`src/rtl/stream_demux_switch.sv`:
```
// Registered 1-to-NCH stream demultiplexer with a one-entry holding register per channel.
// Optional per-channel drain counters are enabled by defining STREAM_DEMUX_SWITCH_STATS_EN.
module stream_demux_switch #(
    parameter int WIDTH = 8,
    parameter int NCH   = 4,
    parameter int SELW  = $clog2(NCH)
`ifdef STREAM_DEMUX_SWITCH_STATS_EN
    ,
    parameter int CNTW  = 16
`endif
) (
    input  logic                   clk,
    input  logic                   rst_n,
    input  logic                   in_valid,
    output logic                   in_ready,
    input  logic [SELW-1:0]        in_sel,
    input  logic [WIDTH-1:0]       in_data,
    output logic [NCH-1:0]         out_valid,
    input  logic [NCH-1:0]         out_ready,
    output logic [NCH*WIDTH-1:0]   out_data,
    output logic                   drop_err,
`ifdef STREAM_DEMUX_SWITCH_STATS_EN
    input  logic                   stats_clr,
    output logic [NCH*CNTW-1:0]    stats_cnt,
`endif
    input  logic                   err_clr
);

    // The select space is padded to a power of two so indexing with any
    // in_sel value stays in range; indices >= NCH are marked invalid.
    localparam int NSEL = 1 << SELW;

    logic [NSEL-1:0] sel_ok;
    logic [NSEL-1:0] full_pad;
    logic [NSEL-1:0] ready_pad;
    logic [NCH-1:0]  full_vec;

    logic accept;
    logic fill_any;
    logic drop;
    logic drop_err_q;
    logic drop_err_d;

    genvar gi;

    generate
        for (gi = 0; gi < NSEL; gi++) begin : g_pad
            if (gi < NCH) begin : g_real
                assign sel_ok[gi]    = 1'b1;
                assign full_pad[gi]  = full_vec[gi];
                assign ready_pad[gi] = out_ready[gi];
            end else begin : g_void
                assign sel_ok[gi]    = 1'b0;
                assign full_pad[gi]  = 1'b0;
                assign ready_pad[gi] = 1'b0;
            end
        end
    endgenerate

    // Invalid selects are always accepted so the producer never stalls on them.
    assign in_ready = ~sel_ok[in_sel] | ~full_pad[in_sel] | ready_pad[in_sel];
    assign accept   = in_valid & in_ready;
    assign fill_any = accept & sel_ok[in_sel];
    assign drop     = accept & ~sel_ok[in_sel];

    // A drop in the same cycle as err_clr keeps the flag set.
    always_comb begin
        drop_err_d = drop_err_q;
        if (drop) begin
            drop_err_d = 1'b1;
        end else if (err_clr) begin
            drop_err_d = 1'b0;
        end
    end

    always_ff @(posedge clk or negedge rst_n) begin
        if (!rst_n) begin
            drop_err_q <= 1'b0;
        end else begin
            drop_err_q <= drop_err_d;
        end
    end

    assign drop_err = drop_err_q;

    generate
        for (gi = 0; gi < NCH; gi++) begin : g_ch
            logic             fill;
            logic             drain;
            logic             full_q;
            logic             full_d;
            logic [WIDTH-1:0] data_q;
            logic [WIDTH-1:0] data_d;

            assign fill  = fill_any & (in_sel == SELW'(gi));
            assign drain = full_q & out_ready[gi];

            // Fill takes priority so a simultaneous drain and fill keeps the
            // channel full with the new word and no bubble.
            always_comb begin
                full_d = full_q;
                data_d = data_q;
                if (fill) begin
                    full_d = 1'b1;
                    data_d = in_data;
                end else if (drain) begin
                    full_d = 1'b0;
                    data_d = '0;
                end
            end

            always_ff @(posedge clk or negedge rst_n) begin
                if (!rst_n) begin
                    full_q <= 1'b0;
                    data_q <= '0;
                end else begin
                    full_q <= full_d;
                    data_q <= data_d;
                end
            end

            assign full_vec[gi]                   = full_q;
            assign out_valid[gi]                  = full_q;
            assign out_data[gi*WIDTH +: WIDTH]    = data_q;

`ifdef STREAM_DEMUX_SWITCH_STATS_EN
            logic [CNTW-1:0] cnt_q;
            logic [CNTW-1:0] cnt_d;

            // Saturating drain counter; clear beats a same-cycle drain.
            always_comb begin
                cnt_d = cnt_q;
                if (stats_clr) begin
                    cnt_d = '0;
                end else if (drain && (cnt_q != {CNTW{1'b1}})) begin
                    cnt_d = cnt_q + 1'b1;
                end
            end

            always_ff @(posedge clk or negedge rst_n) begin
                if (!rst_n) begin
                    cnt_q <= '0;
                end else begin
                    cnt_q <= cnt_d;
                end
            end

            assign stats_cnt[gi*CNTW +: CNTW] = cnt_q;
`endif
        end
    endgenerate

endmodule

```
`config.mk`:
```
export PLATFORM = sky130hd
export DESIGN_NAME = stream_demux_switch
export DESIGN_NICKNAME = d
export VERILOG_FILES = /design/src/rtl/stream_demux_switch.sv
export SDC_FILE = /design/constraint.sdc
export NUM_CORES = 1
export LEC_CHECK = 0
export BUFFER_PORTS_ARGS = -buffer_cell sky130_fd_sc_hd__buf_4
export CORE_MARGIN = 3
export CORE_UTILIZATION = 49
export DETAILED_ROUTE_END_ITERATION = 7
export GPL_ROUTABILITY_DRIVEN = 0
export MAX_ROUTING_LAYER = met4
export PLACE_DENSITY_LB_ADDON = 0.12
export SYNTH_ARGS = -nofsm -noshare
export SYNTH_HDL_FRONTEND = slang
export SYNTH_SLANG_ARGS = --single-unit
export TNS_END_PERCENT = 10
```
`constraint.sdc`:
```
create_clock -name clk -period 3.5 [get_ports clk]
set_input_delay 0.175 -clock clk [delete_from_list [all_inputs] [get_ports clk]]
set_output_delay 0.175 -clock clk [all_outputs]
set_load 0.05 [all_outputs]
```
; ---- Yosys cells after proc, flatten, opt, wreduce, memory -nomap -nowiden
; Cells that the tools add are included.
[classes]
n_lt_le_gt_ge = 1
eq_ne = 3
n_mux = 24
bitwise = 15
reduce_logical = 6
[op_table]
columns = cell, count
row1 = $mux 8, 8
row2 = $mux 1, 13
row3 = $and 1x1->1, 11
row4 = $reduce_bool 2->1, 5
row5 = $bmux 1 s2, 3
row6 = $eq 2x2->1 const B, 2
row7 = $lt 2x3->1 const B, 1
row8 = $eq 2x1->1 const B, 1
row9 = $logic_not 2->1, 1
row10 = $not 1->1, 2
row11 = $or 1x1->1, 2
[word_totals]
ff_bits = 37
in_bits = 18
out_inout_bits = 38
wordCells = 58

; ---- Depth between registers and ports, before layout
[depth]
word_depth = 9
depth_mapped = 4
depth_no_buf = 2

; ---- Worst setup path before layout
; Ideal clock, no wire load.
[synth_timing]
kind = reg-to-output
startpoint = register g_ch[1].full_q
endpoint = output port in_ready
arrival_time_ns = 1.323
path_slack_ns = 2.002
path_stages_with_launch = 5
path_buffers = 2
path_cell_list = dfrtp_1 buf_2 nand2b_1 clkbuf_1 mux4_2
[synth_via]
elab_chain_cells = 5
[synth_rtl]
columns = element, line
row1 = "start, declared", 90  ; logic full_q;
row2 = "start signal, assigned", 117  ; full_q <= full_d;
row3 = $bmux 1 s2, 61  ; assign in_ready = ~sel_ok[in_sel] | ~full_pad[in_sel] | ready_pad[in_sel];
row4 = $mux 1 (implied by the code), 61
row5 = $not 1->1, 61
row6 = $or 1x1->1 (2 in a row), 61
row7 = "end, declared", 15  ; output logic in_ready,
; No other way between the ends. The select of a mux whose other input is x is not followed.

; ---- Worst setup path after layout
[layout_timing]
startpoint = register g_ch[2].full_q
endpoint = output port in_ready
[layout_via]
elab_chain_cells = 5
[layout_rtl]
columns = element, line
row1 = "start, declared", 90
row2 = "start signal, assigned", 117
row3 = $bmux 1 s2, 61
row4 = $mux 1 (implied by the code), 61
row5 = $not 1->1, 61
row6 = $or 1x1->1 (2 in a row), 61
; No other way between the ends. The select of a mux whose other input is x is not followed.

==> summary.md <==
| Metric | Value |
|---|---|
| Grt met3 use | 0.0308 |
| Synthesized area per cell | 12.3 sq um |
| Yosys cell types | 20 |
| 1st-iter DRT viols | 81 |
| Worst Hold Class | primary input to flop |
| Final Slew Violations | 0 |
| Count of final hold-check violations | 0 |
| Worst hold start | in_sel[0] |
| H-tree levels | 2 |
| Vias in the first global route | 1,332 |
| Crit path DAT | 1.86 ns |
| Synthesized cell area | 1730 sq um |
| P&R area growth vs syn | 23.9% |
| TritonCTS Buffers | 5 |
| Final instance area | 2150 sq um |
| Routed WL | 3980 um |
| Clk buf depth | 2 |
| Setup TNS | 0 ns |
| Drt drc | 0 |
| Final ANT Viol Nets | 0 |
| Worst skew pair latency | 0.32 ns |
| EDFF count, synth | 0 |
| Post-synth top flop | dfrtp_1 |
| Initial antenna violation count | 0 |
| Share of cells above drive strength 1 | 0.333 |
| Reg2Reg Depth | 2 |
| # IOs | 56 |
| CP required | 3.32 ns |
| Max_cap viols | 0 |
| Antenna fix cells | 0 |
| CP Capture Type | output port |
| Skew final | 0.00167 ns |
| CORE AREA | 3200 sq um |
| Die width | 65.4 um |
| Via Count | 1,353 |
| DR WL/cell | 17.5 um |
| Starting Density | 0.541 |
| Post-CTS Setup Inserts | 0 |
| Clock-pin transition on the worst setup and hold timing paths | 0.10 ns |
| CP peak stage delay | 0.54 ns |
| PD cells | 560 nW/um^2 |
| WP buf/inv | 1 |
| Sequential-to-total area share from yosys stat | 0.520 |
| Final nets | 200 |
| Slowest stage cell on the critical path | mux4_2 |
| Post-DR vias/cell | 5.96 |
| Mapped Cells | 141 |
| Die height | 65.4 um |
| Busiest grt layer | met2 |
| Outcome | finished, final reports clean |
| Largest net degree at the start of global routing | 37 |
| Rows | 20 |
| Final Setup Violations | 0 |
| Yosys reg bits | 36 |
| Pre-CTS setup slack | 1.83 ns |
| Setup CP Type | flop to output port |
| Leak | 0.000974 uW |
| Startpoint Class | flop |
| First-pass GRT wire length | 6670 um |
| Syn_nets | 159 |
| CTS tree | done |
| Crit path depth | 3 |
| Asr flop ratio synth | 1.00 |
| Peak supply drop | 0.000304 V |
| Top cell family by delay on the critical path | multiplexers |
| M2 GR Usage | 0.360 |
| Global Route Usage Sum | 0.215 |
| Ys Warns | 0 |
| Fill cells | 284 |
| Min Tclk post-route | 2.03 ns |
| Period utilisation layout | 0.581 |
| FF-to-FF Start | g_ch[0].full_q$_DFFE_PN0P_ |
| Origin of the worst setup path | g_ch[2].full_q$_DFFE_PN0P_ |
| Met1 GRT Util | 0.268 |
| Grt total ovfl | 0 |
| Cell Area, Placed | 2080 sq um |
| DP HPWL | 2800 um |
| RSZ-0062 raised after global routing | false |
| Die area | 4280 sq um |
| Port Buf Inserts | 53 |
| Highest clock rate | 492 MHz |
| Crit path cell chain | nand2b_1 -> mux4_2 -> buf_4 |
| Worst hold path depth | 2 |
| CP max FO | 11 |
| Final worst slack | 1.47 ns |
| Number of detailed-route iterations in the first pass | 4 |
| Clock root cell | clkbuf_4 |
| CTS sink cnt | 36 |
## sequential cells by signal, summed over array words and instances, names as in the netlist
name,count
g_ch.data_q,32
g_ch.full_q,4
## logic make-up (layout without fill, tap and decap cells)
group           after synthesis  after routing  synth area share
simple gates                 14             14            0.0650
compound gates               68             68             0.335
flops                        36             36             0.520
mux                           1              1            0.0130
buf+inv                      21             63            0.0643
other cells                   1              1           0.00217
## cells in the mapped netlist (2+ instances only)
library cell / number / area share
dfrtp_1: 36 / 0.52
a21boi_0: 32 / 0.14
a32o_1: 32 / 0.18
clkbuf_1: 9 / 0.020
buf_2: 5 / 0.014
buf_4: 5 / 0.022
nand2b_1: 5 / 0.018
and3b_1: 2 / 0.010
nand4bb_1: 2 / 0.013
o21ai_0: 2 / 0.0058
o21ai_1: 2 / 0.0058
## layer usage
layer	routed length (um)	share of wire	vias to the layer above
met5	0	0	-
met3	233	0.059	7
met4	53	0.013	0
li1	-	-	634
met1	1570	0.39	668
met2	2130	0.53	44
## where the power goes
| group | switching, uW | internal [uW] | total [uW] | leakage [uW] |
|---|---|---|---|---|
| clock network | 124 | 99.2 | 223 | 0.0000326 |
| registers | 35.5 | 474 | 509 | 0.000468 |
| logic | 310 | 159 | 470 | 0.000473 |
## repair_timing
action | 4_1_cts | 5_1_grt
hold endpoints to repair | 36 | 0
hold buffers | 1 | 0
gates resized for setup | 0 | 0
## cells in the final DEF (no fill, tap or decap)
| cell type | instances |
|---|---|
| buf_4 | 53 |
| dfrtp_1 | 36 |
| a21boi_0 | 32 |
| a32o_1 | 32 |
| nand2b_1 | 5 |
| clkbuf_4 | 5 |
| and3b_1 | 2 |
| nand4bb_1 | 2 |
| o21ai_0 | 2 |
| o21ai_1 | 2 |
| clkbuf_1 | 2 |
| mux4_2 | 1 |
| and3_1 | 1 |
| nand4b_1 | 1 |
| nor3b_2 | 1 |
| or4b_1 | 1 |
| inv_1 | 1 |
| nand2_1 | 1 |
| conb_1 | 1 |
| clkbuf_8 | 1 |
| dlygate4sd3_1 | 1 |
## metrics by stage
stage	utilization	total power (uW)	hold slack, ns	instances
floorplan	-	845	-0.121	141
global placement	0.648	980	0.144	218
detailed placement	0.648	991	0.158	218
CTS	0.670	1220	0.102	227
global route	0.670	1280	0.0961	227
finish	0.670	1200	0.112	227
## final cells by class
type	count	area [sq um]	share of cell area
Clock buffer	8	58.8	0.0274
Inverter	1	3.75	0.00175
Multi-Input combinational cell	84	719	0.335
Sequential cell	36	901	0.420
Tap cell	44	55.1	0.0257
Timing Repair Buffer	54	408	0.190
## path summary, 6_finish.rpt
path                                            endpoint  slack (ns)
setup / recovery                                in_ready        1.47
max in group asynchronous  g_ch[2].data_q[3]$_DFFE_PN0P_        2.85
hold reg to reg            g_ch[0].data_q[7]$_DFFE_PN0P_        0.68
hold / removal                g_ch[2].full_q$_DFFE_PN0P_        0.11
min in group asynchronous  g_ch[0].data_q[5]$_DFFE_PN0P_        0.33
setup reg to reg           g_ch[0].data_q[0]$_DFFE_PN0P_        1.93
Note: power is estimated with default switching activity, not from simulation.
